--- src/rtl/uart_tx_arbiter.sv ---
// Shares one UART transmitter between echo, status and gesture responses.
// Gestures are queued, echo/status are held as pending flags, and one byte is in flight at a time.
module uart_tx_arbiter #(
  parameter int GESTURE_FIFO_DEPTH = 4,
  parameter int ACK_TIMEOUT        = 4,
  parameter int DROP_CNT_W         = 8
) (
  input  logic                                  clk,
  input  logic                                  rst,
  input  logic                                  echo_req,
  input  logic                                  status_req,
  input  logic [2:0]                            status_bin,
  input  logic                                  gesture_valid,
  input  logic [1:0]                            gesture,
  output logic [7:0]                            tx_data,
  output logic                                  tx_valid,
  input  logic                                  tx_busy,
  output logic [$clog2(GESTURE_FIFO_DEPTH):0]   fifo_count,
  output logic [DROP_CNT_W-1:0]                 drop_count,
  output logic                                  idle
);

  localparam int PTR_W = $clog2(GESTURE_FIFO_DEPTH);
  localparam int CNT_W = PTR_W + 1;
  localparam int TO_W  = $clog2(ACK_TIMEOUT + 1);

  typedef enum logic [1:0] {
    S_IDLE = 2'd0,
    S_ACK  = 2'd1,
    S_DONE = 2'd2
  } state_t;

  state_t              state;
  state_t              state_next;
  logic [TO_W-1:0]     to_cnt;
  logic [TO_W-1:0]     to_cnt_next;
  logic [1:0]          echo_pend;
  logic                status_pend;
  logic [2:0]          stat_bin;
  logic [1:0]          fifo_mem [GESTURE_FIFO_DEPTH];
  logic [PTR_W-1:0]    rd_ptr;
  logic [PTR_W-1:0]    wr_ptr;
  logic                fifo_empty;
  logic                fifo_full;
  logic                issue_echo;
  logic                issue_status;
  logic                issue_gesture;
  logic                push;
  logic                drop;
  logic                tx_valid_next;
  logic [7:0]          tx_data_next;

  assign fifo_empty = (fifo_count == CNT_W'(0));
  assign fifo_full  = (fifo_count == CNT_W'(GESTURE_FIFO_DEPTH));

  // A pop frees a slot in the same cycle, so a push into a full FIFO is accepted then.
  assign push = gesture_valid && (!fifo_full || issue_gesture);
  assign drop = gesture_valid && fifo_full && !issue_gesture;

  assign idle = (state == S_IDLE) && (echo_pend == 2'd0) && !status_pend && fifo_empty;

  always_ff @(posedge clk) begin
    if (rst) begin
      state    <= S_IDLE;
      to_cnt   <= '0;
      tx_valid <= 1'b0;
      tx_data  <= 8'h00;
    end else begin
      state    <= state_next;
      to_cnt   <= to_cnt_next;
      tx_valid <= tx_valid_next;
      tx_data  <= tx_data_next;
    end
  end

  always_comb begin
    state_next    = state;
    to_cnt_next   = to_cnt;
    tx_valid_next = 1'b0;
    tx_data_next  = tx_data;
    issue_echo    = 1'b0;
    issue_status  = 1'b0;
    issue_gesture = 1'b0;
    case (state)
      S_IDLE: begin
        // Fixed priority: echo > status > gesture.
        if (tx_busy) begin
          state_next = S_IDLE;
        end else if (echo_pend != 2'd0) begin
          issue_echo   = 1'b1;
          tx_data_next = 8'h55;
        end else if (status_pend) begin
          issue_status = 1'b1;
          tx_data_next = {4'hB, 1'b0, stat_bin};
        end else if (!fifo_empty) begin
          issue_gesture = 1'b1;
          tx_data_next  = {4'hA, 2'b00, fifo_mem[rd_ptr]};
        end else begin
          state_next = S_IDLE;
        end
        if (issue_echo || issue_status || issue_gesture) begin
          tx_valid_next = 1'b1;
          state_next    = S_ACK;
          to_cnt_next   = '0;
        end else begin
          tx_valid_next = 1'b0;
        end
      end
      S_ACK: begin
        // A transmitter that never acknowledges is treated as having sent the byte.
        if (tx_busy) begin
          state_next = S_DONE;
        end else if (to_cnt == TO_W'(ACK_TIMEOUT - 1)) begin
          state_next = S_IDLE;
        end else begin
          to_cnt_next = to_cnt + TO_W'(1);
        end
      end
      S_DONE: begin
        if (!tx_busy) begin
          state_next = S_IDLE;
        end else begin
          state_next = S_DONE;
        end
      end
      default: begin
        state_next = S_IDLE;
      end
    endcase
  end

  always_ff @(posedge clk) begin
    if (rst) begin
      echo_pend <= 2'd0;
    end else begin
      case ({echo_req, issue_echo})
        2'b10: begin
          if (echo_pend != 2'd3) begin
            echo_pend <= echo_pend + 2'd1;
          end
        end
        2'b01:   echo_pend <= echo_pend - 2'd1;
        default: echo_pend <= echo_pend;
      endcase
    end
  end

  // A new request wins over the clear from a same-cycle issue.
  always_ff @(posedge clk) begin
    if (rst) begin
      status_pend <= 1'b0;
      stat_bin    <= 3'd0;
    end else if (status_req) begin
      status_pend <= 1'b1;
      stat_bin    <= status_bin;
    end else if (issue_status) begin
      status_pend <= 1'b0;
    end
  end

  always_ff @(posedge clk) begin
    if (rst) begin
      rd_ptr     <= '0;
      wr_ptr     <= '0;
      fifo_count <= '0;
      for (int i = 0; i < GESTURE_FIFO_DEPTH; i++) begin
        fifo_mem[i] <= 2'd0;
      end
    end else begin
      if (push) begin
        fifo_mem[wr_ptr] <= gesture;
        wr_ptr           <= wr_ptr + PTR_W'(1);
      end
      if (issue_gesture) begin
        rd_ptr <= rd_ptr + PTR_W'(1);
      end
      case ({push, issue_gesture})
        2'b10:   fifo_count <= fifo_count + CNT_W'(1);
        2'b01:   fifo_count <= fifo_count - CNT_W'(1);
        default: fifo_count <= fifo_count;
      endcase
    end
  end

  always_ff @(posedge clk) begin
    if (rst) begin
      drop_count <= '0;
    end else if (drop && (drop_count != {DROP_CNT_W{1'b1}})) begin
      drop_count <= drop_count + DROP_CNT_W'(1);
    end
  end

endmodule
--- config.mk ---
export PLATFORM = sky130hd
export DESIGN_NAME = uart_tx_arbiter
export DESIGN_NICKNAME = d
export VERILOG_FILES = /design/src/rtl/uart_tx_arbiter.sv
export SDC_FILE = /design/constraint.sdc
export NUM_CORES = 1
export LEC_CHECK = 0
export ABC_AREA = 1
export CORE_MARGIN = 2
export CORE_UTILIZATION = 50
export DETAILED_ROUTE_END_ITERATION = 8
export PLACE_DENSITY_LB_ADDON = 0.08
export SYNTH_ARGS = -nofsm -noshare
export SYNTH_HDL_FRONTEND = slang
export SYNTH_SLANG_ARGS = --single-unit
--- constraint.sdc ---
create_clock -name clk -period 6.4 [get_ports clk]
set_input_delay 0.96 -clock clk [delete_from_list [all_inputs] [get_ports clk]]
set_output_delay 0.96 -clock clk [all_outputs]
set_load 0.05 [all_outputs]
After elaboration in Yosys (flattened, before gate mapping)
Memories as Yosys holds them, arrays and structs flattened. A register that Yosys moved wholly into a read port is not among the register bits.
Index checks and enable logic that the tools add are counted.
- flip-flop bits (word level): 35
- memories kept: 1
- input port bits: 11
- bits in writable memories: 8
- output and inout bits: 21
- muxes and demuxes: 47
- $add $sub $neg: 8
- bitwise logic cells: 2
- reduce and logical (&&, ||, !) cells: 27
- eq/ne operators: 19
- memory list (memory ; depth ; bits a word ; read ports ; clocked after Yosys merged registers in ; write ports ; RTL line ; source):
    fifo_mem ; 4 ; 2 ; 1 ; 1 ; 4 ; 40 ; logic [1:0] fifo_mem [GESTURE_FIFO_DEPTH];
- operators by type and width (kind ; count):
    2-bit two-way mux ; 13
    1-bit two-way mux ; 24
    8-bit two-way mux ; 3
    4-bit by 3-bit inequality test with 1-bit output, second input constant ; 3
    3-bit case mux with 2 select lines ; 2
    2-bit nonzero test ; 5
    3-bit two-way mux ; 3
    8-bit by 1-bit adder with 8-bit output, second input constant ; 1
    2-bit inequality test, second input constant ; 4
    8-bit inequality test, second input constant ; 1
    4-bit AND reduction ; 2
    1-bit logical AND ; 7
    2-bit by 1-bit adder with 2-bit output, second input constant ; 3
    3-bit by 1-bit adder with 3-bit output, second input constant ; 2
    2-bit by 1-bit equality test with 1-bit output, second input constant ; 3
    2-bit equality test, second input constant ; 3
    2-bit case mux with 3 select lines ; 1
    2-bit logical NOT ; 2
    2-bit case mux with 2 select lines ; 1
    2-bit OR reduction ; 2
    3-bit by 2-bit equality test with 1-bit output, second input constant ; 1
    3-bit equality test, second input constant ; 1
    1-bit logical NOT ; 3
    3-bit logical NOT ; 1
    other kinds (9) ; 12

Depth between registers and ports, before layout
- word-level depth: 14
- gate-level depth with buffers: 14
- depth with buffers taken out: 14

Worst setup path before layout
OpenSTA, ideal clock, no wires.
- path type: register -> output
- start: reg fifo_count[0]
- end: out idle
- arrival: 1.595 ns
- stages on the path, launching flop included: 6
- slack: 3.845 ns
- cells stage by stage: dfxtp_1 -> nor2_2 -> nand2_1 -> inv_1 -> nand2_1 -> nor2_1
- word-level cells in the longest chain between the ends: 2
- RTL lines (element ; RTL line ; source):
    start, declared ; 18 ; output logic [$clog2(GESTURE_FIFO_DEPTH):0] fifo_count,
    start signal, assigned ; 178 ; 2'b10: fifo_count <= fifo_count + CNT_W'(1);
    start signal, assigned ; 179 ; 2'b01: fifo_count <= fifo_count - CNT_W'(1);
    start signal, assigned ; 180 ; default: fifo_count <= fifo_count;
    3-bit logical NOT ; 53 ; assign fifo_empty = (fifo_count == CNT_W'(0));
    1-bit logical AND ; 60 ; assign idle = (state == S_IDLE) && (echo_pend == 2'd0) && !status_pend && fifo_empty;
    end, declared ; 20 ; output logic idle
No other way between the ends.

Worst setup path after layout
Ends and elaborated chain as after synthesis.

==> impl_metrics.env <==
export IMPL_numCtsBuffers=5
export IMPL_avgSynthCellArea_um2=7.47
export IMPL_synth_top_area_frac=0.327
export IMPL_cp_common_cell="nand2_1"
export IMPL_die_x_um=69.5
export IMPL_drt_wl_total_um=4190
export IMPL_synth_seq_cells=43
export IMPL_min_from="tx_data[6]$_SDFFE_PP0P_"
export IMPL_ir_drop_uv=172
export IMPL_r2r_start="state[1]$_SDFFE_PP0P_"
export IMPL_slowest_stage="clkdlybuf4s50_1"
export IMPL_syn_nets=306
export IMPL_grt_overflow=0
export IMPL_synth_top_family_by_area="simple AND/OR/NAND/NOR gates"
export IMPL_finalSetupViolCount=0
export IMPL_synth_edf_count=8
export IMPL_r2r_slack_ns=4.01
export IMPL_hold_viol_final=0
export IMPL_start_util=0.528
export IMPL_antennaDiodeCount=0
export IMPL_ctsHoldBuffers=0
export IMPL_grt_pass1_wl_um=7410
export IMPL_timing_final_crit_share=0.477
export IMPL_r2r_cells=13
export IMPL_netlist_top_cells_area="dfxtp_1 (33%), edfxtp_1 (11%), nand2_1 (11%)"
export IMPL_slew_violations=0
export IMPL_fin_skew_ns=0.00732
export IMPL_grt_pass1_vias=1717
export IMPL_synthArstFlopShare=0
export IMPL_coreArea_mm2=0.00406
export IMPL_grt_usage=0.189
export IMPL_htreeDepth=2
export IMPL_antenna_left=0
export IMPL_final_util=0.632
export IMPL_crit_arrival_ns=2.09
export IMPL_io_buffers=30
export IMPL_num_rows=23
export IMPL_route_detailed_drc=0
export IMPL_clk_latency_ns=0.29
export IMPL_synth_fa_ha_area_frac=0.0502
export IMPL_placed_cells=361
export IMPL_p_leak_nw=1.07
export IMPL_tns_ns=0
export IMPL_max_freq_mhz=327
export IMPL_synth_top_area_cell="dfxtp_1"
export IMPL_cts_root_buf="clkbuf_8"
export IMPL_period_minus_slack_ns=3.05
export IMPL_end_kind="primary output"
export IMPL_netlist_instances=287
export IMPL_grt_setup_unrepaired="false"
export IMPL_vias=1832
export IMPL_cts_sinks=43
export IMPL_drtIter0Drc=92
export IMPL_firstDrtPassIters=4
export IMPL_hold_worst_slack_ns=0.467
export IMPL_syn_area_mm2=0.00214
export IMPL_cts_setup_buffers=0
export IMPL_cp_cell_sequence="nor2_2 > nand2_1 > inv_1 > nand2_1 > nor2_1 > clkdlybuf4s50_1"
export IMPL_fillers=361
export IMPL_critPathLaunchType="flop"
export IMPL_yosys_area_share_simple=0.307
export IMPL_max_stage_delay_ns=0.83
export IMPL_cts_resized=0
export IMPL_antenna_found_initial=0
export IMPL_clkTransAtPathRegs_ns=0.08
export IMPL_fp_dieH_um=69.5
export IMPL_ys_seq_area_frac=0.439
export IMPL_dieArea_mm2=0.00483
export IMPL_hold_class="flop to flop"
export IMPL_maxCapViolations=0
export IMPL_gp_congestion=0.779
export IMPL_ys_warn_count=0
export IMPL_io_pins=32
export IMPL_path_class="flop to primary output"
export IMPL_worst_pin_slew_ns=0.847
export IMPL_synthMuxAreaShare=0
export IMPL_synthXorXnorAreaFrac=0.0123
export IMPL_min_to="tx_data[6]$_SDFFE_PP0P_"
export IMPL_nNetsFinal=337
export IMPL_vias_per_cell=4.96
export IMPL_synth_most_common_cell="nand2_1"
export IMPL_synth_cell_type_count=29
export IMPL_cts_tree="built"
export IMPL_instances_no_fill=369
export IMPL_dp_hpwl_um=3120
export IMPL_wl_per_cell_um=11.4
export IMPL_cp_max_fo=5
export IMPL_grt_max_degree=27
export IMPL_status="finished, final reports clean"
export IMPL_synth_common_cells="nand2_1 (61), nor2_1 (42), inv_1 (36), dfxtp_1 (35), a21oi_1 (22)"
export IMPL_synth_ff_type="dfxtp_1"
export IMPL_required_ns=5.44
export IMPL_r2r_end="fifo_count[2]$_SDFFE_PP0P_"
export IMPL_cts_max_path_buffers=2
export IMPL_whs_path_depth=2
export IMPL_p_per_area_mw_per_mm2=268
export IMPL_max_slew_margin_rel=0.435
export IMPL_syn2layout_area_growth_pct=19.6
export IMPL_drive_above_1_share=0.0690
export IMPL_synth_compound_area_frac=0.110
-- registers in the layout (all words and copies together), names as in the netlist, named ones only --
| signal | cells |
|---|---|
| stat_bin | 3 |
| echo_pend | 2 |
| to_cnt | 3 |
| rd_ptr | 2 |
| state | 2 |
| fifo_count | 3 |
| drop_count | 8 |
| tx_data | 6 |
| wr_ptr | 2 |
| fifo_mem | 8 |
| tx_valid | 1 |
| status_pend | 1 |
-- metal layers --
| layer | up-vias | GRT usage | share of wire |
|---|---|---|---|
| li1 | 983 | - | - |
| met1 | 815 | 0.252 | 0.51 |
| met2 | 30 | 0.297 | 0.44 |
| met3 | 4 | 0.0392 | 0.036 |
| met4 | 0 | 0.0806 | 0.014 |
| met5 | - | 0 | 0 |
-- metrics by stage --
step                instance area, um^2  power (mW)  worst slack, ns
global placement                   2470       0.520             3.19
floorplan                          2140       0.468             3.85
finish                             2560       0.686             3.35
CTS                                2560       0.692             3.35
detailed placement                 2470       0.522             3.10
global route                       2560       0.727             3.21
-- critical path: cells and delay by family (launching register included) --
family | cells | cell delay (ns)
flip-flops | 1 | 0.36
AND/OR/NAND/NOR | 4 | 0.54
buffers and inverters | 2 | 0.89
-- worst max-delay path by stage --
stage | start | to | cells after the start
5_1_grt | echo_pend[0]$_SDFFE_PP0P_ | idle | 6
2_1_floorplan | fifo_count[0]$_SDFFE_PP0P_ | idle | 5
6_report | fifo_count[0]$_SDFFE_PP0P_ | idle | 6
3_5_place_dp | rst | fifo_mem[2][1]$_SDFFCE_PN0P_ | 4
3_3_place_gp | rst | fifo_mem[2][0]$_SDFFCE_PN0P_ | 4
4_1_cts | fifo_count[0]$_SDFFE_PP0P_ | idle | 6
-- report_power, final --
group / total, mW / switching, mW / leakage (nW) / internal, mW
sequential: 0.322 / 0.0194 / 0.370 / 0.302
clock: 0.170 / 0.0944 / 0.0402 / 0.0759
combinational: 0.194 / 0.129 / 0.657 / 0.0655
total: 0.686 / 0.242 / 1.07 / 0.444
-- area by class of cell --
type                            count  area (um^2)  area share
Multi-Input combinational cell    201         1030       0.402
Sequential cell                    43          941       0.367
Timing Repair Buffer               30          300       0.117
Inverter                           37          139      0.0542
Clock buffer                        5         68.8      0.0269
Tap cell                           50         62.6      0.0244
Clock inverter                      3         20.0     0.00781
-- kinds of logic after synthesis --
family | after synthesis
buf+inv | 43
other cells | 1
simple gates | 143
compound gates | 46
flops | 43
xor+xnor | 3
fa+ha+maj | 8
-- layout by cell type (no fill, tap or decap) --
master / instances
nand2_1: 61
nor2_1: 42
inv_1: 36
dfxtp_1: 35
clkdlybuf4s50_1: 30
a21oi_1: 22
o21ai_0: 21
nand3_1: 13
edfxtp_1: 8
ha_1: 7
nor2_2: 5
nor3_1: 5
nand4_1: 5
clkbuf_8: 5
nand3_2: 3
xor2_1: 3
nand2_4: 2
nand3b_1: 2
o211ai_1: 2
clkinvlp_4: 2
nand2_2: 1
nor2_4: 1
clkinv_1: 1
nand4_4: 1
or2_2: 1
o21ai_1: 1
or2_1: 1
fa_1: 1
conb_1: 1
clkinv_2: 1
(Power assumes the default switching activity.)
